### src/rtl/sample_reader_pkg.sv
// sample_reader_pkg: shared types, constants and checksum helpers for the
// sample reader. The CSUM state exists only when SAMPLE_READER_CHECKSUM_EN
// is defined.
package sample_reader_pkg;

  localparam logic [7:0] SR_HEADER = 8'hA5;
  localparam logic [7:0] SR_CMD    = 8'h22;

  typedef enum logic [2:0] {
    SR_IDLE  = 3'd0,
    SR_HDR   = 3'd1,
    SR_LEN   = 3'd2,
    SR_FETCH = 3'd3,
    SR_SEND  = 3'd4,
    SR_FIN   = 3'd5
`ifdef SAMPLE_READER_CHECKSUM_EN
    ,
    SR_CSUM  = 3'd6
`endif
  } sr_state_t;

  typedef enum logic [1:0] {
    TX_IDLE = 2'd0,
    TX_WAIT = 2'd1,
    TX_BUSY = 2'd2
  } sr_tx_state_t;

  // Running sum of sample bytes, modulo 256.
  function automatic logic [7:0] sr_csum_add(input logic [7:0] sum, input logic [7:0] sample);
    return sum + sample;
  endfunction

  // Two's complement of the sum, so samples plus checksum total 0 mod 256.
  function automatic logic [7:0] sr_csum_final(input logic [7:0] sum);
    return 8'h00 - sum;
  endfunction

endpackage

### src/rtl/sample_reader_if.sv
// sample_reader_if: activate/done handshake, sample memory read port and
// uart_tx byte interface of the sample reader. The master side is the reader.
interface sample_reader_if #(
  parameter int ADDR_WIDTH = 8,
  parameter int DATA_WIDTH = 8
) ();

  logic                  activate;
  logic                  done;
  logic [ADDR_WIDTH-1:0] mem_addr;
  logic                  mem_oe;
  logic [DATA_WIDTH-1:0] mem_data;
  logic [7:0]            tx_data;
  logic                  tx_start;
  logic                  tx_active;
  logic                  tx_done;

  modport master (
    input  activate, mem_data, tx_active, tx_done,
    output done, mem_addr, mem_oe, tx_data, tx_start
  );

  modport slave (
    output activate, mem_data, tx_active, tx_done,
    input  done, mem_addr, mem_oe, tx_data, tx_start
  );

endinterface

### src/rtl/sample_reader_tx_seq.sv
// sr_tx_seq: byte-send handshake towards the shared uart_tx. A request
// latches the byte into tx_data, the start pulse waits for tx_active=0, and
// ack follows the tx_done that belongs to this block's own start pulse.
module sr_tx_seq
  import sample_reader_pkg::*;
(
  input  logic       i_clk,
  input  logic       i_rst_n,
  input  logic       i_req,
  input  logic [7:0] i_byte,
  input  logic       i_tx_active,
  input  logic       i_tx_done,
  output logic       o_ack,
  output logic [7:0] o_tx_data,
  output logic       o_tx_start
);

  sr_tx_state_t r_state;
  logic [7:0]   r_tx_data;
  logic         r_tx_start;
  logic         r_ack;

  // Send sequencer: latch byte, gate on tx_active, single start pulse, ack on tx_done.
  always_ff @(posedge i_clk or negedge i_rst_n) begin
    if (!i_rst_n) begin
      r_state    <= TX_IDLE;
      r_tx_data  <= 8'h00;
      r_tx_start <= 1'b0;
      r_ack      <= 1'b0;
    end else begin
      r_tx_start <= 1'b0;
      r_ack      <= 1'b0;
      case (r_state)
        TX_IDLE: begin
          if (i_req) begin
            r_tx_data <= i_byte;
            r_state   <= TX_WAIT;
          end
        end
        TX_WAIT: begin
          if (!i_tx_active) begin
            r_tx_start <= 1'b1;
            r_state    <= TX_BUSY;
          end
        end
        TX_BUSY: begin
          // A tx_done in the same cycle as our own start pulse cannot be ours.
          if (i_tx_done && !r_tx_start) begin
            r_ack   <= 1'b1;
            r_state <= TX_IDLE;
          end
        end
        default: begin
          r_state <= TX_IDLE;
        end
      endcase
    end
  end

  assign o_ack      = r_ack;
  assign o_tx_data  = r_tx_data;
  assign o_tx_start = r_tx_start;

endmodule

### src/rtl/sample_reader.sv
// sample_reader: on activate, streams header, length, SAMPLE_COUNT samples
// (address 0 upward) and, when SAMPLE_READER_CHECKSUM_EN is defined, a
// checksum byte over the shared uart_tx. done is held until activate falls.
// DATA_WIDTH must be 8 (the UART byte width).
module sample_reader
  import sample_reader_pkg::*;
#(
  parameter int         ADDR_WIDTH   = 8,
  parameter int         DATA_WIDTH   = 8,
  parameter int         SAMPLE_COUNT = 256,
  parameter logic [7:0] HEADER       = SR_HEADER
) (
  input  logic              clk_50mhz,
  input  logic              reset,
  sample_reader_if.master   bus
);

  // Index carries one extra bit so SAMPLE_COUNT = 2**ADDR_WIDTH never wraps early.
  localparam logic [ADDR_WIDTH:0] LAST_INDEX = (ADDR_WIDTH + 1)'(SAMPLE_COUNT - 1);
  localparam logic [7:0]          LEN_BYTE   = 8'(SAMPLE_COUNT - 1);

  sr_state_t             r_state;
  logic [ADDR_WIDTH:0]   r_index;
  logic [ADDR_WIDTH-1:0] r_mem_addr;
  logic                  r_mem_oe;
  logic                  r_done;
  logic                  r_req;
`ifdef SAMPLE_READER_CHECKSUM_EN
  logic [7:0]            r_csum;
`endif

  logic [ADDR_WIDTH:0]   w_index_next;
  logic [DATA_WIDTH-1:0] w_sample;
  logic [7:0]            w_req_byte;
  logic                  w_req;
  logic                  w_ack;

  assign w_index_next = r_index + {{ADDR_WIDTH{1'b0}}, 1'b1};
  assign w_sample     = bus.mem_data;
  // A request is only issued while the block still owns the UART.
  assign w_req        = r_req & bus.activate;

  // Byte offered to the send sequencer in the current state.
  always_comb begin
    w_req_byte = 8'h00;
    case (r_state)
      SR_HDR:   w_req_byte = HEADER;
      SR_LEN:   w_req_byte = LEN_BYTE;
      SR_FETCH: w_req_byte = w_sample;
`ifdef SAMPLE_READER_CHECKSUM_EN
      SR_CSUM:  w_req_byte = sr_csum_final(r_csum);
`endif
      default:  w_req_byte = 8'h00;
    endcase
  end

  // Frame FSM: sequencing, sample index, memory read port, checksum and done.
  always_ff @(posedge clk_50mhz or negedge reset) begin
    if (!reset) begin
      r_state    <= SR_IDLE;
      r_index    <= '0;
      r_mem_addr <= '0;
      r_mem_oe   <= 1'b0;
      r_done     <= 1'b0;
      r_req      <= 1'b0;
`ifdef SAMPLE_READER_CHECKSUM_EN
      r_csum     <= 8'h00;
`endif
    end else begin
      r_req <= 1'b0;
      case (r_state)
        SR_IDLE: begin
          r_index    <= '0;
          r_mem_addr <= '0;
          r_mem_oe   <= 1'b0;
          r_done     <= 1'b0;
`ifdef SAMPLE_READER_CHECKSUM_EN
          r_csum     <= 8'h00;
`endif
          if (bus.activate) begin
            r_req   <= 1'b1;
            r_state <= SR_HDR;
          end
        end
        SR_HDR: begin
          if (r_req && !bus.activate) begin
            r_state <= SR_IDLE;
          end else if (w_ack) begin
            if (!bus.activate) begin
              r_state <= SR_IDLE;
            end else begin
              r_req   <= 1'b1;
              r_state <= SR_LEN;
            end
          end
        end
        SR_LEN: begin
          if (r_req && !bus.activate) begin
            r_state <= SR_IDLE;
          end else if (w_ack) begin
            if (!bus.activate) begin
              r_state <= SR_IDLE;
            end else begin
              r_mem_oe   <= 1'b1;
              r_mem_addr <= r_index[ADDR_WIDTH-1:0];
              r_req      <= 1'b1;
              r_state    <= SR_FETCH;
            end
          end
        end
        SR_FETCH: begin
          // mem_data is captured into tx_data by the sequencer at this edge.
          r_mem_oe <= 1'b0;
          if (!bus.activate) begin
            r_state <= SR_IDLE;
          end else begin
            r_state <= SR_SEND;
          end
        end
        SR_SEND: begin
          if (w_ack) begin
`ifdef SAMPLE_READER_CHECKSUM_EN
            r_csum <= sr_csum_add(r_csum, bus.tx_data);
`endif
            if (!bus.activate) begin
              r_state <= SR_IDLE;
            end else if (r_index == LAST_INDEX) begin
`ifdef SAMPLE_READER_CHECKSUM_EN
              r_req   <= 1'b1;
              r_state <= SR_CSUM;
`else
              r_done  <= 1'b1;
              r_state <= SR_FIN;
`endif
            end else begin
              r_index    <= w_index_next;
              r_mem_oe   <= 1'b1;
              r_mem_addr <= w_index_next[ADDR_WIDTH-1:0];
              r_req      <= 1'b1;
              r_state    <= SR_FETCH;
            end
          end
        end
`ifdef SAMPLE_READER_CHECKSUM_EN
        SR_CSUM: begin
          if (r_req && !bus.activate) begin
            r_state <= SR_IDLE;
          end else if (w_ack) begin
            if (!bus.activate) begin
              r_state <= SR_IDLE;
            end else begin
              r_done  <= 1'b1;
              r_state <= SR_FIN;
            end
          end
        end
`endif
        SR_FIN: begin
          if (!bus.activate) begin
            r_done  <= 1'b0;
            r_state <= SR_IDLE;
          end
        end
        default: begin
          r_state <= SR_IDLE;
        end
      endcase
    end
  end

  sr_tx_seq u_tx_seq (
    .i_clk       (clk_50mhz),
    .i_rst_n     (reset),
    .i_req       (w_req),
    .i_byte      (w_req_byte),
    .i_tx_active (bus.tx_active),
    .i_tx_done   (bus.tx_done),
    .o_ack       (w_ack),
    .o_tx_data   (bus.tx_data),
    .o_tx_start  (bus.tx_start)
  );

  assign bus.mem_addr = r_mem_addr;
  assign bus.mem_oe   = r_mem_oe;
  assign bus.done     = r_done;

endmodule

### src/flat_wrapper.sv
// flat-port wrapper written by rule: the top's interface ports become plain ports
module sample_reader_flat import sample_reader_pkg::*;
#(
  parameter int         ADDR_WIDTH   = 8,
  parameter int         DATA_WIDTH   = 8,
  parameter int         SAMPLE_COUNT = 256,
  parameter logic [7:0] HEADER       = SR_HEADER
)
  (clk_50mhz, reset, bus_activate, bus_mem_data, bus_tx_active, bus_tx_done, bus_done, bus_mem_addr, bus_mem_oe, bus_tx_data, bus_tx_start);
  sample_reader_if #(.ADDR_WIDTH(ADDR_WIDTH), .DATA_WIDTH(DATA_WIDTH)) bus_i ();
  input  logic clk_50mhz;
  input  logic reset;
  input wire logic [$bits(bus_i.activate)-1:0] bus_activate;
  input wire logic [$bits(bus_i.mem_data)-1:0] bus_mem_data;
  input wire logic [$bits(bus_i.tx_active)-1:0] bus_tx_active;
  input wire logic [$bits(bus_i.tx_done)-1:0] bus_tx_done;
  output wire logic [$bits(bus_i.done)-1:0] bus_done;
  output wire logic [$bits(bus_i.mem_addr)-1:0] bus_mem_addr;
  output wire logic [$bits(bus_i.mem_oe)-1:0] bus_mem_oe;
  output wire logic [$bits(bus_i.tx_data)-1:0] bus_tx_data;
  output wire logic [$bits(bus_i.tx_start)-1:0] bus_tx_start;
  assign bus_i.activate = bus_activate;
  assign bus_i.mem_data = bus_mem_data;
  assign bus_i.tx_active = bus_tx_active;
  assign bus_i.tx_done = bus_tx_done;
  assign bus_done = bus_i.done;
  assign bus_mem_addr = bus_i.mem_addr;
  assign bus_mem_oe = bus_i.mem_oe;
  assign bus_tx_data = bus_i.tx_data;
  assign bus_tx_start = bus_i.tx_start;
  sample_reader #(.ADDR_WIDTH(ADDR_WIDTH), .DATA_WIDTH(DATA_WIDTH), .SAMPLE_COUNT(SAMPLE_COUNT), .HEADER(HEADER)) u_core (.clk_50mhz(clk_50mhz), .reset(reset), .bus(bus_i));
endmodule
### config.mk
export PLATFORM = sky130hd
export DESIGN_NAME = sample_reader_flat
export DESIGN_NICKNAME = d
export VERILOG_FILES = /design/src/rtl/sample_reader_pkg.sv /design/src/rtl/sample_reader_if.sv /design/src/rtl/sample_reader_tx_seq.sv /design/src/rtl/sample_reader.sv /design/src/flat_wrapper.sv
export SDC_FILE = /design/constraint.sdc
export NUM_CORES = 1
export LEC_CHECK = 0
export ABC_AREA = 1
export CAP_MARGIN = 20
export CORE_MARGIN = 2
export CORE_UTILIZATION = 53
export DETAILED_ROUTE_END_ITERATION = 12
export PLACE_DENSITY = 0.78
export SKIP_CTS_REPAIR_TIMING = 1
export SYNTH_ARGS = -nofsm -noshare
export SYNTH_HDL_FRONTEND = slang
export SYNTH_SLANG_ARGS = --single-unit
### constraint.sdc
create_clock -name clk_50mhz -period 2.64 [get_ports clk_50mhz]
set_clock_uncertainty 0.2 [all_clocks]
set_input_delay 0.66 -clock clk_50mhz [delete_from_list [all_inputs] [get_ports clk_50mhz]]
set_output_delay 0.66 -clock clk_50mhz [all_outputs]
set_load 0.005 [all_outputs]
* Word level (Yosys, flattened, before mapping) *
Index checks and enable logic that the tools add are counted.
Widths: inputs -> output; s select.

cells by class
  add/sub/neg operators = 1
  multiply operators = 0
  div/mod/pow operators = 0
  magnitude comparators = 0
  equality and inequality tests = 22
  shifts and indexed selects = 0
  mux-type cells = 52
  bitwise gates (word level) = 1
  reduce and logical (&&, ||, !) cells = 19

operators with widths
  cell                 number
  $mux 8               6
  $pmux 8 s3           2
  $mux 3               10
  $mux 9               3
  $ne 2x2->1 const B   11
  $mux 1               20
  $pmux 3 s6           1
  $pmux 9 s2           1
  $reduce_and 7->1     2
  $mux 2               5
  $reduce_and 5->1     2
  $add 9x1->9 const B  1
  $eq 9x8->1 const B   1
  $pmux 1 s3           3
  $reduce_bool 3->1    3
  $eq 3x2->1 const B   2
  $eq 3x3->1 const B   2
  $ne 3x2->1 const B   2
  $pmux 2 s3           1
  $reduce_and 4->1     1
  $reduce_or 2->1      2
  $eq 3x1->1 const B   1
  $logic_not 3->1      1
  $reduce_and 3->1     1
  9 further kinds      11

storage, ports and cells
  register bits = 35
  latch bits = 0
  bits in writable memories = 0
  bits in read-only memories = 0
  output and inout port bits = 19
  word-level logic and storage cells = 105
  memories = 0

* Depth between registers and ports, before layout *
  depth after elaboration = 5
  depth in mapped cells = 12
  mapped depth without buffers = 12

* By module *
Synthesis repeated with hierarchy kept, for this count alone.

unflattened totals
  cells, all modules = 252
  area, all modules = 1863.0 µm²

by module, submodules not included
  module         instances  cells an instance  area an instance (µm²)  sequential area each (µm²)
  sample_reader  1          202                1387.6                  575.6
  sr_tx_seq      1          50                 475.5                   300.3

* Worst setup path after synthesis *
OpenSTA, ideal clock, no wires.

  path type = reg2reg
  start = register u_core.r_index[0]
  end = register u_core.r_index[5]
  library setup time = 0.133 ns
  arrival time = 1.702 ns
  setup slack = 0.605 ns
  cell stages (with the launch flop) = 12
  path buffers = 1
  period minus slack after synthesis = 2.035 ns
  path through = dfrtp_1 -> ha_1 -> nand2_1 -> inv_1 -> nand2_1 -> nor2_1 -> ha_1 -> nor2_1 -> o21ai_2 -> buf_4 -> nand2_1 -> o21ai_0

between the ends
  cells in the longest elaborated chain, start to end = 5
  elaborated cells between the ends (all ways) = 8

RTL lines
  item                    RTL line              RTL
  from (decl)             sample_reader.sv:23   logic [ADDR_WIDTH:0] r_index;
  from (signal assigned)  sample_reader.sv:136  r_index <= w_index_next;
  $add 9x1->9             sample_reader.sv:38   assign w_index_next = r_index + {{ADDR_WIDTH{1'b0}}, 1'b1};
  $mux 9                  sample_reader.sv:127  end else if (r_index == LAST_INDEX) begin
  $mux 9                  sample_reader.sv:125  if (!bus.activate) begin
  $mux 9                  sample_reader.sv:121  if (w_ack) begin
  $pmux 9 s2              sample_reader.sv:71   case (r_state)

Several ways; a longest one is shown, not always the timed one. The select of a mux whose other input is x is not followed.
A chain may end at the register's enable or synchronous reset.

* Final worst setup path *
  start = register u_core.r_index[0]
  end = register u_core.r_index[3]

The elaborated chain is that of the path after synthesis.

==> flow_summary.json <==
{
  "layout-drive-gt1-share": 0.138,
  "die_y_microns": 64.8,
  "gp_congestion": 1.00,
  "status": "finished clean",
  "synthXorXnorAreaFrac": 0,
  "first_global_vias": 1654,
  "setup_ws_ps": 401,
  "min_to": "u_core.u_tx_seq.o_ack",
  "yosys.area_share.adder": 0.0128,
  "drt_wl_total_microns": 4240,
  "cts_root_buffer": "clkbuf_8",
  "fillers": 308,
  "post-dp-hpwl_microns": 3040,
  "synth_common_cells": "99 x nand2_1, 35 x dfrtp_1, 17 x inv_1, 15 x o21ai_0, 13 x nor2_1",
  "core_area_sq_mm": 0.00361,
  "start_util": 0.544,
  "cts_tree": "yes",
  "antenna_found_initial": 0,
  "ys_seq_area_frac": 0.447,
  "synth_compound_area_frac": 0.0983,
  "muxShareOfSynthArea": 0,
  "crit_type": "flip-flop to flip-flop",
  "final_hold_viol_count": 0,
  "dp_slack_ps": 339,
  "ant_nets": 0,
  "yosysMostFrequentCell": "nand2_1",
  "p_leak_uw": 0.00120,
  "yosys.cell_types.count": 31,
  "setup_viol": 0,
  "via_per_inst": 5.11,
  "reg2regPathDepth": 10,
  "syn-num-nets": 261,
  "dr.pass1.iters": 4,
  "track_usage": 0.225,
  "r2r_slack_ps": 400,
  "p_per_area_mw_per_mm2": 782,
  "peakVddDrop_mv": 0.420,
  "crit_required_ps": 2640,
  "antenna_cells": 0,
  "grt_pass1_wl_microns": 7310,
  "ioPinCount": 32,
  "synthFlopType": "dfrtp_1",
  "ys_async_sr_fraction": 1.00,
  "overflow": 0,
  "end_kind": "flip-flop",
  "synth_edf_count": 0,
  "rsz0062_at_grt": "no",
  "worstPathArrival_ps": 2240,
  "cts.sinks": 35,
  "reg2reg_from": "u_core.r_index[0]",
  "vias": 1691,
  "clockBufferDepth": 2,
  "post-route-min-period_ps": 2240,
  "fin_nets": 297,
  "synth_top_family_by_area": "simple AND/OR/NAND/NOR gates",
  "synth-simple-area-share": 0.377,
  "die_area_sq_mm": 0.00420,
  "synthDominantCellAreaShare": 0.447,
  "avgSynthCellArea_sq_um": 7.97,
  "holdCritStartpoint": "u_core.u_tx_seq.r_state[0]",
  "wire_per_inst_microns": 12.8,
  "startpoint_type": "flip-flop",
  "rows": 22,
  "hold_path_class": "flip-flop to flip-flop",
  "worstMarginPinSlew_ps": 501,
  "cts.clk_slew.worst_paths_ps": 70,
  "ys_seq_elements": 35,
  "multi_input_area_sq_um": 957,
  "whs_path_depth": 1,
  "max_cap_viol_count": 0,
  "syn-instance-count": 246,
  "portBuffers": 31,
  "synth_top_cell_by_area": "dfrtp_1",
  "fin_crit_sh": 0.848,
  "final-max-slew-violation-count": 0,
  "area_growth_pct": 23.9,
  "seqCellArea_sq_um": 876,
  "path_max_fanout": 17,
  "setup_tns_ps": 0,
  "relSlewSlack": 0.666,
  "htreeDepth": 2,
  "grt_max_degree": 36,
  "cts_made_buffers": 5,
  "r2r-end": "u_core.r_index[3]",
  "ys_warn_count": 0,
  "drtIter0Drc": 81,
  "die_w_microns": 64.8,
  "drcViolationCount": 0,
  "max_freq_mhz": 447,
  "netlist_top_cells_area": "dfrtp_1 45%, nand2_1 19%, o21ai_0 3.8%, inv_1 3.3%, nand3_2 3.1%",
  "netlist_area_sq_mm": 0.00196,
  "clk_latency_ps": 280
}
[cells in the final DEF (no fill, tap or decap), drive strengths merged]
cell and instances:
nand3 18, a21oi 4, clkdlybuf4s50 31, clkbuf 6
inv 20, nand2 107, nor2 17, nor3 3
bufinv 1, o22ai 1, o211ai 2, nand3b 1
a31o 1, o21ai 23, o21bai 2, buf 3
ha 2, clkinv 2, dfrtp 35, nand4 4
[state kept, by name (all words and copies together) (netlist names)]
name,cells
u_core.r_req,1
u_core.r_index,9
u_core.r_state,3
u_core.u_tx_seq.o_tx_data,8
u_core.u_tx_seq.r_state,2
u_core.u_tx_seq.o_tx_start,1
u_core.u_tx_seq.o_ack,1
u_core.bus.done,1
u_core.bus.mem_oe,1
u_core.bus.mem_addr,8
[critical path: stages (launching register included)]
cell     delay [ps]
dfrtp_1         420
ha_1            230
nand2_1         160
inv_1            90
nand2_1         120
nor2_1           60
ha_1            260
nor2_1          190
o21ai_2          60
buf_4           190
o21ai_0         180
[metrics by stage]
| step | util | std cells | hold slack (ps) | area (sq um) | total power, uW |
|---|---|---|---|---|---|
| 2_1_floorplan | - | 246 | 164 | 1960 | 1180 |
| 5_1_grt | 0.673 | 331 | 278 | 2430 | 2030 |
| 3_5_place_dp | 0.641 | 323 | 255 | 2310 | 1410 |
| 6_report | 0.673 | 331 | 267 | 2430 | 1900 |
| 3_3_place_gp | 0.641 | 323 | 246 | 2310 | 1400 |
| 4_1_cts | 0.673 | 331 | 264 | 2430 | 1910 |
[cell families after synthesis]
group / Yosys count
and+or+nand+nor: 150
DFF: 35
AOI/OAI and AO/OA: 33
buffers and inverters: 26
adders and majority gates: 2
[power breakdown]
group | internal (uW) | leakage, uW | switching, uW | total (uW)
Sequential | 624 | 0.000477 | 94.4 | 719
Combinational | 283 | 0.000663 | 405 | 688
Clock | 305 | 0.0000612 | 187 | 492
Total | 1210 | 0.00120 | 686 | 1900
[area by class of cell]
class                           instances  area share
Tap cell                               48      0.0247
Clock inverter                          2      0.0144
Multi-Input combinational cell        185       0.394
Timing Repair Buffer                   34       0.137
Sequential cell                        35       0.361
Clock buffer                            6      0.0340
Inverter                               21      0.0350
[metal layers]
| metal | track usage | up-vias | part of all wire |
|---|---|---|---|
| met1 | 0.298 | 775 | 0.46 |
| met3 | 0.0608 | 5 | 0.047 |
| met2 | 0.358 | 51 | 0.48 |
| met4 | 0.0745 | 0 | 0.0080 |
| li1 | - | 860 | - |
| met5 | 0 | - | 0 |
[how the worst max path moves through the flow]
stage                 startpoint                endpoint  slack (ps)  cells after the start
3_3_place_gp        bus_activate       u_core.r_index[7]         380                      7
6_report       u_core.r_index[0]       u_core.r_index[3]         400                     10
4_1_cts        u_core.r_index[0]       u_core.r_index[4]         410                     10
5_1_grt        u_core.r_index[1]       u_core.r_index[3]         200                     11
3_5_place_dp        bus_activate  u_core.bus.mem_addr[5]         340                      9
2_1_floorplan  u_core.r_index[0]       u_core.r_index[5]         610                     11
Power figures use the tool's default switching activity.
